--- config.mk ---
export PLATFORM = sky130hd
export DESIGN_NAME = merge7_leaf_arbiter
export DESIGN_NICKNAME = d
export VERILOG_FILES = /design/src/rtl/merge7_pkg.sv /design/src/rtl/merge7_out_reg.sv /design/src/rtl/merge7_leaf_arbiter.sv
export SDC_FILE = /design/constraint.sdc
export NUM_CORES = 1
export LEC_CHECK = 0
export ABC_CLOCK_PERIOD_IN_PS = 2600
export BUFFER_PORTS_ARGS = -buffer_cell sky130_fd_sc_hd__buf_2
export CAP_MARGIN = 10
export CORE_MARGIN = 10
export CORE_UTILIZATION = 44
export DETAILED_ROUTE_END_ITERATION = 10
export PLACE_DENSITY = 0.89
export SLEW_MARGIN = 20
export SYNTH_ARGS = -nofsm -noshare
export SYNTH_HDL_FRONTEND = slang
export SYNTH_SLANG_ARGS = --single-unit
--- constraint.sdc ---
create_clock -name CLK -period 2.6 [get_ports CLK]
set_input_delay 0.78 -clock CLK [delete_from_list [all_inputs] [get_ports CLK]]
set_output_delay 0.78 -clock CLK [all_outputs]
set_load 0.01 [all_outputs]
--- src/rtl/merge7_pkg.sv ---
// merge7_pkg: shared definitions for the merge7 leaf arbiter and its
// output register.
//   FLIT_W   : flit width (tail flag in the MSB, payload below it)
//   TAIL_BIT : index of the tail flag
//   state_e  : arbiter FSM states (idle / locked to input 0 / locked to 1)
//   flit_t   : flit layout view (tail, payload)
//   sat_inc16: saturating 16-bit increment used by the optional counters
package merge7_pkg;

  localparam int FLIT_W   = 9;
  localparam int TAIL_BIT = FLIT_W - 1;

  typedef enum logic [1:0] {
    ST_IDLE  = 2'd0,
    ST_LOCK0 = 2'd1,
    ST_LOCK1 = 2'd2
  } state_e;

  typedef struct packed {
    logic              tail;
    logic [FLIT_W-2:0] payload;
  } flit_t;

  function automatic logic [15:0] sat_inc16(input logic [15:0] v);
    return (v == 16'hFFFF) ? v : v + 16'd1;
  endfunction

endpackage

--- src/rtl/merge7_out_reg.sv ---
// merge7_out_reg: one-entry valid/ready output register.
//   clk_i, rst_ni : clock, synchronous active-low reset
//   load_i        : capture data_i/src_i this cycle (only when load_ok_o)
//   data_i, src_i : flit and its source index
//   ready_i       : downstream accept
//   load_ok_o     : register is empty or draining this cycle
//   data_o, src_o, valid_o : registered flit, source index, valid
// Loading while draining keeps 1 flit/cycle throughput.
module merge7_out_reg #(
  parameter int W = 9
) (
  input  logic         clk_i,
  input  logic         rst_ni,
  input  logic         load_i,
  input  logic [W-1:0] data_i,
  input  logic         src_i,
  input  logic         ready_i,
  output logic         load_ok_o,
  output logic [W-1:0] data_o,
  output logic         src_o,
  output logic         valid_o
);

  logic         valid_q, valid_d;
  logic [W-1:0] data_q, data_d;
  logic         src_q, src_d;

  assign load_ok_o = ~valid_q | ready_i;

  always_comb begin
    valid_d = valid_q;
    data_d  = data_q;
    src_d   = src_q;
    if (load_i) begin
      valid_d = 1'b1;
      data_d  = data_i;
      src_d   = src_i;
    end else if (ready_i) begin
      valid_d = 1'b0;
    end
  end

  always_ff @(posedge clk_i) begin
    if (!rst_ni) begin
      valid_q <= 1'b0;
      data_q  <= '0;
      src_q   <= 1'b0;
    end else begin
      valid_q <= valid_d;
      data_q  <= data_d;
      src_q   <= src_d;
    end
  end

  assign data_o  = data_q;
  assign src_o   = src_q;
  assign valid_o = valid_q;

endmodule

--- src/rtl/merge7_leaf_arbiter.sv ---
// merge7_leaf_arbiter: 2-to-1 packet-interleaving merge leaf.
//   CLK, _RESET          : clock, synchronous active-low reset
//   In0_*/In1_*          : input flit channels (data/valid/ready)
//   Out_data/Out_valid/Out_ready : registered merged output channel
//   S                    : source index of the flit in Out_data
//   Cnt0, Cnt1           : tail-flit counts per input (only with
//                          MERGE7_PKT_COUNT_EN defined)
// Whole packets are kept together: the first flit of a multi-flit packet
// locks the winning input until its tail flit is accepted. Round-robin
// priority flips to the other input after every completed packet.
module merge7_leaf_arbiter
  import merge7_pkg::*;
#(
  parameter int W          = FLIT_W,
  parameter bit PRIO_RESET = 1'b0
) (
  input  logic         CLK,
  input  logic         _RESET,
  input  logic [W-1:0] In0_data,
  input  logic         In0_valid,
  output logic         In0_ready,
  input  logic [W-1:0] In1_data,
  input  logic         In1_valid,
  output logic         In1_ready,
  output logic [W-1:0] Out_data,
  output logic         Out_valid,
  input  logic         Out_ready,
  output logic         S
`ifdef MERGE7_PKT_COUNT_EN
  ,
  output logic [15:0]  Cnt0,
  output logic [15:0]  Cnt1
`endif
);

  state_e       state_q, state_d;
  logic         prio_q, prio_d;
  logic         load_ok, gnt, locked, hs, sel_tail;
  logic [W-1:0] sel_data;

  assign locked = (state_q != ST_IDLE);

  // In IDLE a lone requester wins outright; on contention prio decides.
  always_comb begin
    gnt = 1'b0;
    case (state_q)
      ST_LOCK0: gnt = 1'b0;
      ST_LOCK1: gnt = 1'b1;
      default:  gnt = (In0_valid & In1_valid) ? prio_q : In1_valid;
    endcase
  end

  // While locked the owner sees ready even during a bubble; in IDLE ready
  // is only offered to a requesting input. Nothing here looks at data.
  assign In0_ready = _RESET & load_ok & ~gnt & (locked | In0_valid);
  assign In1_ready = _RESET & load_ok &  gnt & (locked | In1_valid);

  assign hs       = (In0_valid & In0_ready) | (In1_valid & In1_ready);
  assign sel_data = gnt ? In1_data : In0_data;
  assign sel_tail = sel_data[W-1];

  always_comb begin
    state_d = state_q;
    prio_d  = prio_q;
    if (hs) begin
      if (sel_tail) begin
        state_d = ST_IDLE;
        prio_d  = ~gnt;
      end else begin
        state_d = gnt ? ST_LOCK1 : ST_LOCK0;
      end
    end
  end

  always_ff @(posedge CLK) begin
    if (!_RESET) begin
      state_q <= ST_IDLE;
      prio_q  <= PRIO_RESET;
    end else begin
      state_q <= state_d;
      prio_q  <= prio_d;
    end
  end

  merge7_out_reg #(.W(W)) u_out (
    .clk_i     (CLK),
    .rst_ni    (_RESET),
    .load_i    (hs),
    .data_i    (sel_data),
    .src_i     (gnt),
    .ready_i   (Out_ready),
    .load_ok_o (load_ok),
    .data_o    (Out_data),
    .src_o     (S),
    .valid_o   (Out_valid)
  );

`ifdef MERGE7_PKT_COUNT_EN
  logic [15:0] cnt0_q, cnt0_d, cnt1_q, cnt1_d;

  always_comb begin
    cnt0_d = cnt0_q;
    cnt1_d = cnt1_q;
    if (hs && sel_tail) begin
      if (gnt) cnt1_d = sat_inc16(cnt1_q);
      else     cnt0_d = sat_inc16(cnt0_q);
    end
  end

  always_ff @(posedge CLK) begin
    if (!_RESET) begin
      cnt0_q <= '0;
      cnt1_q <= '0;
    end else begin
      cnt0_q <= cnt0_d;
      cnt1_q <= cnt1_d;
    end
  end

  assign Cnt0 = cnt0_q;
  assign Cnt1 = cnt1_q;
`endif

endmodule

# Yosys cells after proc, flatten, opt, wreduce, memory -nomap -nowiden
# Cells that the tools add are included.
[op_classes]
mux = 7
bitwise_logic = 14
n_reduce_logical = 3
eq_ne = 2
[op_table]
columns = ["cell", "n"]
rows = [
  ["$mux 9", 1],
  ["$and 1x1->1", 8],
  ["$mux 2", 2],
  ["$or 1x1->1", 4],
  ["$reduce_bool 2->1", 2],
  ["$mux 1", 3],
  ["$eq 2x1->1 const B", 1],
  ["$eq 2x2->1 const B", 1],
  ["$not 1->1", 2],
  ["$pmux 1 s2", 1],
  ["$reduce_and 2->1", 1],
]
[word_totals]
out_inout_bits = 13
inputBits = 23
regBits = 14
elab_cells = 31

# Longest topological paths before layout
[logic_depth]
depth_word = 9
ltp_mapped = 7
depth_no_buf = 6

# By module
# A second synthesis with hierarchy kept.
[unflattened]
hier_cells = 76
area_unflattened_um2 = 773.2
[by_module_without_submodules]
columns = ["module", "cells_per_inst", "area_each_um2", "n_inst", "seq_area_each_um2"]
rows = [
  ["merge7_out_reg", 36, 415.4, 1, 220.2],
  ["merge7_leaf_arbiter", 40, 357.8, 1, 60.1],
]

# Worst setup path before layout
# Ideal clock, no wire load.
[synth_path]
kind = "input-to-output"
start = "input In1_valid"
end = "output In0_ready"
t_arrival_ns = 1.512
required_ns = 1.820
n_path_buf = 1
stages = 4
path_slack_ns = 0.308
cell_sequence = "nor2b_2 -> a22o_4 -> buf_2 -> nor2_1"
[synth_between]
elab_chain_len = 6
[synth_lines]
columns = ["element", "line", "rtl"]
rows = [
  ["start: declaration", "merge7_leaf_arbiter.sv:23", "input logic In1_valid,"],
  ["$and 1x1->1", "merge7_leaf_arbiter.sv:49", "default: gnt = (In0_valid & In1_valid) ? prio_q : In1_valid;"],
  ["$mux 1 (*)", "merge7_leaf_arbiter.sv:49", ""],
  ["$pmux 1 s2 (*)", "merge7_leaf_arbiter.sv:46", "case (state_q)"],
  ["$not 1->1 (*)", "merge7_leaf_arbiter.sv:55", "assign In0_ready = _RESET & load_ok & ~gnt & (locked | In0_valid);"],
  ["$and 1x1->1 (*) (2 in a row)", "merge7_leaf_arbiter.sv:55", ""],
  ["end: declaration", "merge7_leaf_arbiter.sv:21", "output logic In0_ready,"],
]
# Mark *: on every way between the ends. The rest lies on a longest branch, timed or not.

# Final worst setup path
[layout_path]
start = "register state_q[0]"
end = "output In1_ready"
[layout_between]
elab_chain_len = 4
elab_cells_between_ends = 7
classes_between = "eq/ne (2); mux (1); bitwise (3); reduce/logical (1)"
[layout_lines]
columns = ["element", "line", "rtl"]
rows = [
  ["start: declaration", "merge7_leaf_arbiter.sv:36", "state_e state_q, state_d;"],
  ["start signal: assignment", "merge7_leaf_arbiter.sv:80", "state_q <= state_d;"],
  ["$eq 2x2->1 or $eq 2x1->1 (tied branches)", "merge7_leaf_arbiter.sv:46", ""],
  ["$pmux 1 s2", "merge7_leaf_arbiter.sv:46", ""],
  ["$and 1x1->1", "merge7_leaf_arbiter.sv:56", "assign In1_ready = _RESET & load_ok & gnt & (locked | In1_valid);"],
  ["$and 1x1->1 (*)", "merge7_leaf_arbiter.sv:56", ""],
  ["end: declaration", "merge7_leaf_arbiter.sv:24", "output logic In1_ready,"],
]
# Marked as above.

==> flow_summary.toml <==
[die]
fp.dieH_um = 60.9
fp-row-count = 14
die_w_um = 60.9
core_um2 = 1540
io-pin-count = 36
initial_core_util_pct = 47.8
die_area_um2 = 3710

[timing]
rsz0062_at_grt = "false"
hold_viol_final = 0
tns_ns = 0
period_needed_ns = 2.46
finalMaxSlewViolations = 0
finalClockSkew_ns = 0.00163
fin_crit_sh_pct = 94.5
clock.fmax_mhz = 407
slew_headroom_pct = 56.2
tightestPinTransition_ns = 0.655
finalSetupViolCount = 0

[layout]
ff_latch_area_um2 = 280
final_nets = 154
num_antenna_cells = 0
fillers = 153
fin_util_pct = 62.2
drive_gt1_share_pct = 33.6
area_growth_pct = 30.1
multiInputGateArea_um2 = 424

[logic_synthesis]
ys_seq_area_share_pct = 38.0
synth_top_area_share_pct = 38.0
synth_commonest_cells = "nand2_1, a21oi_1, dfxtp_1"
ys_seq_elements = 14
syn_area_per_cell_um2 = 8.01
netlist_instances = 92
synth_edf_count = 0
netlist_area_um2 = 737
synthArstFlopShare_pct = 0
yosysTopAreaCell = "dfxtp_1"
synthesis.nets = 117
synth.most_common_cell = "nand2_1"
synthFlopType = "dfxtp_1"
yosys_warnings = 0
yosysUniqueCellTypes = 23
yosys-top-cells-area = "dfxtp_1, a311oi_1, nand2_1"

[grt]
antenna_found_initial = 0
grt_pass1_wl_um = 3680
grt_usage_pct = 12.4
first_global_vias = 844
grt_overflow = 0
grt_max_degree = 14

[cts]
holdBufCountCts = 0
cts-htree-levels = 1
cts_setup_buffers = 0
cts_sinks = 14
cts_tree = "built"
clock_path_buffers = 2
numCtsBuffers = 3
cts.repair.resized = 0
root_buffer = "clkbuf_4"
path_clk_slew_ns = 0.09
clock_latency_ns = 0.28

[route]
drt_first_iter_violations = 26
antenna_left = 0
vias = 823
drc_errors = 0
drt-wirelength-per-cell_um = 15.6
first_pass_iters = 4
wl_um = 2250
vias_per_cell = 5.72

[worst_setup_path]
path_cells = "inv_1 > ha_1 > nor2b_2 > a22o_4 > o211a_1 > buf_2"
worstPathRequired_ns = 1.82
cp_slowest_cell = "ha_1"
cp_slowest_stage_delay_ns = 0.38
cp_max_fo = 5
arrival_ns = 1.68
cp-end-kind = "output port"
critPathKind = "flip-flop to output port"
start_kind = "flip-flop"

[pwr]
total_power_mw = 0.521
p_seq_share_pct = 45.7
power_frac_clock_pct = 30.6
p_int_mw = 0.368
p_comb_share_pct = 23.7
netSwitchingPower_mw = 0.153
power.leakage_nw = 0.465
ir_drop_mv = 0.355
swShare_pct = 29.4
power_density_nw_per_um2 = 544

[status]
outcome = "completed"

[place]
gp_congestion = 0.874
port_buffers = 35
hpwl_um = 1730

[min_path]
min_path_type = "flip-flop to flip-flop"

[job]
drv_cap = 0
## per-layer routing
metal  global-route usage, %  up-vias  share of wire, %
li1                        -      408                 -
met1                    14.0      364                40
met2                    20.8       49                46
met3                    6.05        2                14
met4                    2.51        0              0.31
met5                       0        -                 0
## power by group through the flow
stage	registers [mW]	logic, mW	clock network (mW)
floorplan	0.250	0.0655	0
CTS	0.238	0.124	0.157
global route	0.240	0.138	0.166
detailed placement	0.243	0.123	0
global placement	0.243	0.119	0
finish	0.238	0.123	0.159
## cell families (layout without fill, tap and decap cells)
kind of cell,after synthesis,in the layout,share of synthesized area [%]
AOI/OAI and AO/OA,34,34,32.1
adders and majority gates,2,2,3.40
buffers and inverters,8,44,4.41
DFF,14,14,38.0
and+or+nand+nor,34,34,22.1
## through the flow
step | setup slack (ns) | cells | hold slack [ns] | area (um2)
floorplan | 0.308 | 92 | 0.450 | 737
global placement | 0.272 | 140 | 0.453 | 922
detailed placement | 0.241 | 140 | 0.465 | 922
CTS | 0.145 | 144 | 0.480 | 958
global route | 0.0370 | 144 | 0.507 | 958
finish | 0.143 | 144 | 0.477 | 958
## state kept, by name, summed over array words and instances (netlist names)
| name | flops |
|---|---|
| u_out.src_o | 1 |
| state_q | 2 |
| u_out.valid_o | 1 |
| prio_q | 1 |
| u_out.data_o | 9 |
## area by class of cell
cell class              count  area share, %
clock buffers               4           3.79
inverters                   4           1.57
repair buffers             36           19.1
flip-flops and latches     14           29.2
multi-input cells          70           44.3
well taps                  16           2.09
## worst paths after layout
check	to	slack (ns)	depth (start not counted)	start
hold reg to reg	u_out.src_o	0.48	2	u_out.src_o
setup / recovery	In1_ready	0.14	6	state_q[0]
setup reg to reg	state_q[0]	0.58	7	state_q[1]
hold / removal	u_out.src_o	0.48	2	u_out.src_o
## critical path: cells and delay by family (launching register included)
family / cells / cell delay, ns
adder cells (fa/ha/maj): 1 / 0.38
AO/OA/AOI/OAI: 2 / 0.30
flip-flops: 1 / 0.34
buffers and inverters: 2 / 0.18
AND/OR/NAND/NOR: 1 / 0.20
## cells in the final DEF, fill, tap and decap left out, drive strengths merged
master	count
a21o	1
clkbuf	4
buf	36
nor2b	1
o211a	1
nor2	2
inv	4
a31oi	1
nand2b	3
a22o	1
dfxtp	14
ha	2
nand3	2
a21oi	14
o21ai	5
nand3b	1
and2	1
nand4b	1
a22oi	1
or4	1
nand2	20
and3	2
a311oi	10
(Power assumes the default switching activity.)
